$ cat src/rtl/alu_pkg.sv
// Shared ALU definitions: operation codes, MIPS opcode/funct values and the
// list of operations that trap on signed overflow.
package alu_pkg;

  typedef enum logic [3:0] {
    ALU_ADD     = 4'd0,
    ALU_SUB     = 4'd1,
    ALU_AND     = 4'd2,
    ALU_OR      = 4'd3,
    ALU_SLL     = 4'd4,
    ALU_SRL     = 4'd5,
    ALU_SRA     = 4'd6,
    ALU_GREATER = 4'd7,
    ALU_LESS    = 4'd8,
    ALU_NOR     = 4'd9
  } alu_op_t;

  // Where the second operand comes from.
  typedef enum logic [1:0] {
    IMM_NONE = 2'd0,
    IMM_SIGN = 2'd1,
    IMM_ZERO = 2'd2
  } imm_sel_t;

  localparam logic [5:0] OP_RTYPE = 6'h00;
  localparam logic [5:0] OP_BEQ   = 6'h04;
  localparam logic [5:0] OP_BNE   = 6'h05;
  localparam logic [5:0] OP_ADDI  = 6'h08;
  localparam logic [5:0] OP_ADDIU = 6'h09;
  localparam logic [5:0] OP_SLTI  = 6'h0A;
  localparam logic [5:0] OP_ANDI  = 6'h0C;
  localparam logic [5:0] OP_ORI   = 6'h0D;
  localparam logic [5:0] OP_LW    = 6'h23;
  localparam logic [5:0] OP_SW    = 6'h2B;

  localparam logic [5:0] FN_SLL  = 6'h00;
  localparam logic [5:0] FN_SRL  = 6'h02;
  localparam logic [5:0] FN_SRA  = 6'h03;
  localparam logic [5:0] FN_ADD  = 6'h20;
  localparam logic [5:0] FN_ADDU = 6'h21;
  localparam logic [5:0] FN_SUB  = 6'h22;
  localparam logic [5:0] FN_SUBU = 6'h23;
  localparam logic [5:0] FN_AND  = 6'h24;
  localparam logic [5:0] FN_OR   = 6'h25;
  localparam logic [5:0] FN_NOR  = 6'h27;
  localparam logic [5:0] FN_SLT  = 6'h2A;

  // Only the signed add/sub forms raise an overflow trap.
  function automatic logic is_trapping(input logic [5:0] opcode, input logic [5:0] funct);
    return ((opcode == OP_RTYPE) && ((funct == FN_ADD) || (funct == FN_SUB))) ||
           (opcode == OP_ADDI);
  endfunction

endpackage

$ cat src/rtl/alu_ctrl_decode.sv
// Combinational instruction decode: maps opcode/funct onto an ALU operation,
// operand source, shift flag, overflow-trap flag and an illegal indication.
module alu_ctrl_decode
  import alu_pkg::*;
(
  input  logic [5:0] opcode,
  input  logic [5:0] funct,
  output alu_op_t    alu_control,
  output imm_sel_t   imm_sel,
  output logic       shift,
  output logic       trap,
  output logic       illegal
);

  // Table decode; anything not listed falls through to illegal.
  always_comb begin
    alu_control = ALU_ADD;
    imm_sel     = IMM_NONE;
    shift       = 1'b0;
    illegal     = 1'b0;
    if (opcode == OP_RTYPE) begin
      case (funct)
        FN_ADD, FN_ADDU: alu_control = ALU_ADD;
        FN_SUB, FN_SUBU: alu_control = ALU_SUB;
        FN_AND:          alu_control = ALU_AND;
        FN_OR:           alu_control = ALU_OR;
        FN_NOR:          alu_control = ALU_NOR;
        FN_SLT:          alu_control = ALU_LESS;
        FN_SLL: begin alu_control = ALU_SLL; shift = 1'b1; end
        FN_SRL: begin alu_control = ALU_SRL; shift = 1'b1; end
        FN_SRA: begin alu_control = ALU_SRA; shift = 1'b1; end
        default:         illegal = 1'b1;
      endcase
    end else begin
      case (opcode)
        OP_ADDI, OP_ADDIU, OP_LW, OP_SW: begin alu_control = ALU_ADD;  imm_sel = IMM_SIGN; end
        OP_SLTI:                         begin alu_control = ALU_LESS; imm_sel = IMM_SIGN; end
        OP_ANDI:                         begin alu_control = ALU_AND;  imm_sel = IMM_ZERO; end
        OP_ORI:                          begin alu_control = ALU_OR;   imm_sel = IMM_ZERO; end
        OP_BEQ, OP_BNE:                  alu_control = ALU_SUB;
        default:                         illegal = 1'b1;
      endcase
    end
  end

  assign trap = is_trapping(opcode, funct);

endmodule

$ cat src/rtl/alu_issue_unit.sv
// ALU issue stage: decodes an accepted instruction into a one-entry issue
// register and tracks trapping ops until their overflow result comes back.
module alu_issue_unit
  import alu_pkg::*;
(
  input  logic        clk,
  input  logic        reset,
  input  logic        in_valid,
  output logic        in_ready,
  input  logic [31:0] instr,
  input  logic [31:0] rs_data,
  input  logic [31:0] rt_data,
  input  logic        stall,
  input  logic        flush,
  output logic        ex_valid,
  output logic [31:0] data1,
  output logic [31:0] data2,
  output logic [3:0]  alu_control,
  output logic [4:0]  shift_amount,
  input  logic        alu_overflow,
  output logic        illegal_instr,
  output logic        ovf_trap
);

  alu_op_t     dec_op;
  imm_sel_t    dec_imm;
  logic        dec_shift;
  logic        dec_trap;
  logic        dec_illegal;
  logic [31:0] next_data1;
  logic [31:0] next_data2;
  logic [4:0]  next_shamt;
  logic        ex_trap;
  logic [1:0]  pend;
  logic        trap_hit;
  logic        kill;

  // Register specifiers are resolved upstream; their values arrive on rs_data/rt_data.
  logic unused_reg_fields;
  assign unused_reg_fields = ^instr[25:16];

  alu_ctrl_decode u_decode (
    .opcode      (instr[31:26]),
    .funct       (instr[5:0]),
    .alu_control (dec_op),
    .imm_sel     (dec_imm),
    .shift       (dec_shift),
    .trap        (dec_trap),
    .illegal     (dec_illegal)
  );

  // Operand selection: shifts take rt as the shifted value, immediates replace rt.
  always_comb begin
    next_data1 = dec_shift ? rt_data : rs_data;
    next_shamt = dec_shift ? instr[10:6] : 5'd0;
    case (dec_imm)
      IMM_SIGN: next_data2 = {{16{instr[15]}}, instr[15:0]};
      IMM_ZERO: next_data2 = {16'h0000, instr[15:0]};
      default:  next_data2 = rt_data;
    endcase
  end

  // An overflow trap behaves exactly like an external flush on the same edge.
  assign trap_hit = pend[1] & alu_overflow;
  assign kill     = flush | trap_hit;
  assign in_ready = ~stall & ~reset;

  // Issue register: kill beats stall, stall holds, otherwise load or go idle.
  always_ff @(posedge clk) begin
    if (reset) begin
      ex_valid      <= 1'b0;
      data1         <= 32'd0;
      data2         <= 32'd0;
      alu_control   <= ALU_ADD;
      shift_amount  <= 5'd0;
      ex_trap       <= 1'b0;
      illegal_instr <= 1'b0;
    end else begin
      illegal_instr <= 1'b0;
      if (kill) begin
        ex_valid <= 1'b0;
      end else if (!stall) begin
        if (in_valid && !dec_illegal) begin
          ex_valid     <= 1'b1;
          data1        <= next_data1;
          data2        <= next_data2;
          alu_control  <= dec_op;
          shift_amount <= next_shamt;
          ex_trap      <= dec_trap;
        end else begin
          ex_valid      <= 1'b0;
          illegal_instr <= in_valid;
        end
      end
    end
  end

  // Trap tracking: a trapping op walks two stages to reach its ALU-result cycle.
  always_ff @(posedge clk) begin
    if (reset) begin
      pend     <= 2'b00;
      ovf_trap <= 1'b0;
    end else begin
      ovf_trap <= trap_hit;
      if (kill) begin
        pend <= 2'b00;
      end else if (!stall) begin
        pend <= {pend[0], ex_valid & ex_trap};
      end
    end
  end

endmodule

$ cat config.mk
export PLATFORM = sky130hd
export DESIGN_NAME = alu_issue_unit
export DESIGN_NICKNAME = d
export VERILOG_FILES = /design/src/rtl/alu_pkg.sv /design/src/rtl/alu_ctrl_decode.sv /design/src/rtl/alu_issue_unit.sv
export SDC_FILE = /design/constraint.sdc
export NUM_CORES = 1
export LEC_CHECK = 0
export CAP_MARGIN = 20
export CORE_MARGIN = 3
export CORE_UTILIZATION = 42
export CTS_CLUSTER_DIAMETER = 150
export DETAILED_ROUTE_END_ITERATION = 12
export GPL_TIMING_DRIVEN = 1
export PLACE_DENSITY = 0.81
export SYNTH_ARGS = -nofsm -noshare
export SYNTH_HDL_FRONTEND = slang
export SYNTH_HIERARCHICAL = 1
export SYNTH_SLANG_ARGS = --single-unit
$ cat constraint.sdc
create_clock -name clk -period 3.06 [get_ports clk]
set_input_delay 0.765 -clock clk [delete_from_list [all_inputs] [get_ports clk]]
set_output_delay 0.765 -clock clk [all_outputs]
set_load 0.01 [all_outputs]
==> metrics.md <==
| Metric | Value |
|---|---|
| RSZ-0062 raised after global routing | `false` |
| Width of the die | `101.9 µm` |
| Max_cap viols | `0` |
| Hold_buf cts | `0` |
| YS warnings | `6` |
| EDFF count, synth | `0` |
| Crit-path cells | `clkdlybuf4s50_1, or4_4, nor2b_4, o31ai_1, o311a_1, buf_4, nor3b_4, buf_4, buf_12, a21oi_1, a211oi_1` |
| Top cell type's share of synthesized area | `about 41%` |
| Fillers | `just over 700` |
| Status | `completed` |
| Routed via count | `3,975` |
| Routed Antenna Nets | `0` |
| DRC | `0` |
| Final WL | `12.41 mm` |
| Vias in the first global route | `about 3,900` |
| Reg2Reg Launch Point | `pend[1]$_SDFFE_PP0N_` |
| Fin nets | `687` |
| Die ar. | `10,390 µm²` |
| Clock transition at path regs | `around 0.080 ns` |
| Most frequent CP cell | `buf_4` |
| CORE AREA | `8848 µm²` |
| # IOs | `179` |
| Synth Net Count | `510` |
| Register cell area after layout | `between 1500 and 2000 µm²` |
| Leak | `approximately 2 nW` |
| Sw Share | `24.55%` |
| Synth Cell Area | `just under 4000 µm²` |
| Port bufs | `between 150 and 200` |
| CP max stage cell | `or4_4` |
| Post-synth top flop | `dfxtp_1` |
| Cell taking the most area after synthesis | `dfxtp_1` |
| Post-route total power | `around 2.3 mW` |
| First-pass DRT Iterations | `4` |
| Logic pwr share | `about 16%` |
| Max Clock Skew | `0.008064 ns` |
| Hold Slack | `~0.47 ns` |
| Yosys reg bits | `79` |
| Design Area, Final | `6096 µm²` |
| Top post-synthesis cells by area | `dfxtp_1 41%, a21oi_1 12%, a211oi_1 9.1%` |
| Crit-path max FO | `23` |
| Buf/Inv on CP | `4` |
| First-pass GRT wire length | `around 20 mm` |
| CP Class | `in2reg` |
| Average size of a mapped cell | `approximately 9.5 µm²` |
| Required time worst endpoint | `~3.3 ns` |
| Crit path arrival time | `approximately 3.2 ns` |
| Clock power frac | `about two fifths` |
| Inserted Diodes | `0` |
| Register share of total power | `between 40% and 50%` |
| Clk buf depth | `2` |
| Placer Congestion | `0.8669` |
| Root buf cell | `clkbuf_8` |
| Delay-heaviest family, CP | `buffers and inverters` |
| Sequential area share after synthesis | `between 40 and 50%` |
| Setup crit start | `instr[31]` |
| NetSw | `about 0.56 mW` |
| Crit path time final | `about 2.9 ns` |
| Worst path max stage delay | `between 0.5 and 0.6 ns` |
| Post-DP Area | `5866 µm²` |
| Startpoint of the worst hold path | `pend[0]$_SDFFE_PP0N_` |
| Gr usage total | `23.59%` |
| Worst vdd ir | `between 200 and 300 µV` |
| Internal power | `about 1.7 mW` |
| Max Fclk | `0.3432 GHz` |
| Post-cts resize count | `0` |
| Initial Util | `a little over two fifths` |
| Die H | `101.9 µm` |
| WL/cell | `~18 µm` |
| Mapped Cells | `between 400 and 500` |
| Largest net degree at the start of global routing | `approximately 80` |
| Initial antenna violation count | `0` |
| Final setup vio count | `0` |
| Residual overflow from global routing | `0` |
| Slew of the pin with the lowest slew margin | `roughly 0.93 ns` |
| Htree depth | `3` |
| Area growth syn-to-layout | `57.72%` |
| Final Hold Viols | `0` |
| CTS Sinks | `between 70 and 80` |
| Hold WC Path Type | `reg2reg` |
| Reg2reg setup slack | `approximately 1.5 ns` |
| Most numerous cell in the Yosys netlist | `a21oi_1` |
| Setup TNS | `0 ns` |
| Synth top cells by count | `93 x a21oi_1, 79 x dfxtp_1, 47 x a211oi_1` |
| Clock Latency Late Sink | `0.35 ns` |
| Layout Utilization | `between 60% and 70%` |
| Pwr/cell area | `375.8 nW/µm²` |
| Drt initial violations | `approximately 180` |
| Pins Over Slew Limit | `0` |
| Slew headroom | `around 38%` |
| CP Capture Type | `flop` |
| Dpl hpwl | `between 9 and 10 mm` |
| Setup Buffers After CTS | `0` |
| Layout cell share with drive strength beyond 1 | `between 10% and 20%` |
| Row count | `34` |
| Asr flop ratio synth | `0%` |
| Num CTS Buffers | `9` |
| Yosys cell types | `44` |
| CTS tree | `yes` |
| Via density | `around 5.7` |
| Startpoint types | `input pin` |
| Area of the multi-input gates | `a little over 2000 µm²` |
| Final Cycle Share | `95.21%` |
power by group through the flow:
stage          sequential [mW]  combinational, mW  clock, mW
2_1_floorplan             1.08              0.134          0
3_3_place_gp              1.07              0.353          0
3_5_place_dp              1.07              0.358          0
4_1_cts                   1.05              0.360      0.899
5_1_grt                   1.05              0.386      0.944
6_report                  1.05              0.360      0.882
layer usage:
| layer | GRT usage [%] | part of all wire [%] | vias to the layer above |
|---|---|---|---|
| met1 | 30.88 | 42 | 1891 |
| met2 | 39.69 | 50 | 144 |
| met4 | 7.871 | 2.2 | 0 |
| met5 | 0 | 0 | - |
| li1 | - | - | 1918 |
| met3 | 3.891 | 5.7 | 22 |
state kept, by name, indices dropped and copies added, names as in the netlist:
register and count:
data1 32, alu_control 4, pend 2, illegal_instr 1, ex_trap 1, shift_amount 5, ex_valid 1, data2 32
ovf_trap 1
through the flow:
| step | instances | setup slack (ns) |
|---|---|---|
| after floorplan | 406 | 0.2944 |
| after global placement | 680 | -0.1181 |
| after detailed placement | 680 | -0.1546 |
| after CTS | 696 | 0.1777 |
| after global routing | 696 | 0.003098 |
| final | 696 | 0.1467 |
layout make-up:
| cell class | count | area share, % |
|---|---|---|
| multi-input cells | 276 | 33.15 |
| clock buffers | 10 | 2.258 |
| repair buffers | 212 | 34.61 |
| well taps | 108 | 2.217 |
| inverters | 5 | 0.3079 |
| clock inverters | 6 | 1.519 |
| flip-flops and latches | 79 | 25.94 |
worst reg2reg max path: stages (launching register included):
cell and delay [ns]:
dfxtp_1 0.43, a21o_1 0.50, nor2_8 0.09, buf_12 0.20, a211oi_1 0.26
path summary, 6_finish.rpt:
| kind | endpoint | cells after the start |
|---|---|---|
| setup / recovery | data1[1]$_SDFFE_PP0P_ | 11 |
| hold / removal | pend[0]$_SDFFE_PP0N_ | 2 |
| setup reg to reg | data1[20]$_SDFFE_PP0P_ | 4 |
| hold reg to reg | pend[0]$_SDFFE_PP0N_ | 2 |
cell families after synthesis:
| group | count (synthesis) | synth area share (%) |
|---|---|---|
| AOI/OAI and AO/OA | 200 | 35.42 |
| DFF | 79 | 40.92 |
| and+or+nand+nor | 41 | 6.896 |
| adders and majority gates | 2 | 0.6474 |
| muxes | 33 | 8.547 |
| buffers and inverters | 51 | 7.576 |
placed cells by master (no fill, tap or decap), types with 5 or more instances in the layout:
| master | count |
|---|---|
| nor2_1 | 5 |
| a211oi_2 | 20 |
| clkdlybuf4s50_1 | 167 |
| nand4_1 | 6 |
| nand3_1 | 6 |
| nand2_1 | 5 |
| nor3_1 | 7 |
| clkbuf_8 | 10 |
| buf_4 | 37 |
| o21ai_0 | 9 |
| a22oi_1 | 16 |
| mux2i_1 | 33 |
| a211oi_1 | 47 |
| buf_12 | 8 |
| dfxtp_1 | 79 |
| a21oi_1 | 92 |
No activity file was read; power rests on OpenSTA's default activity.
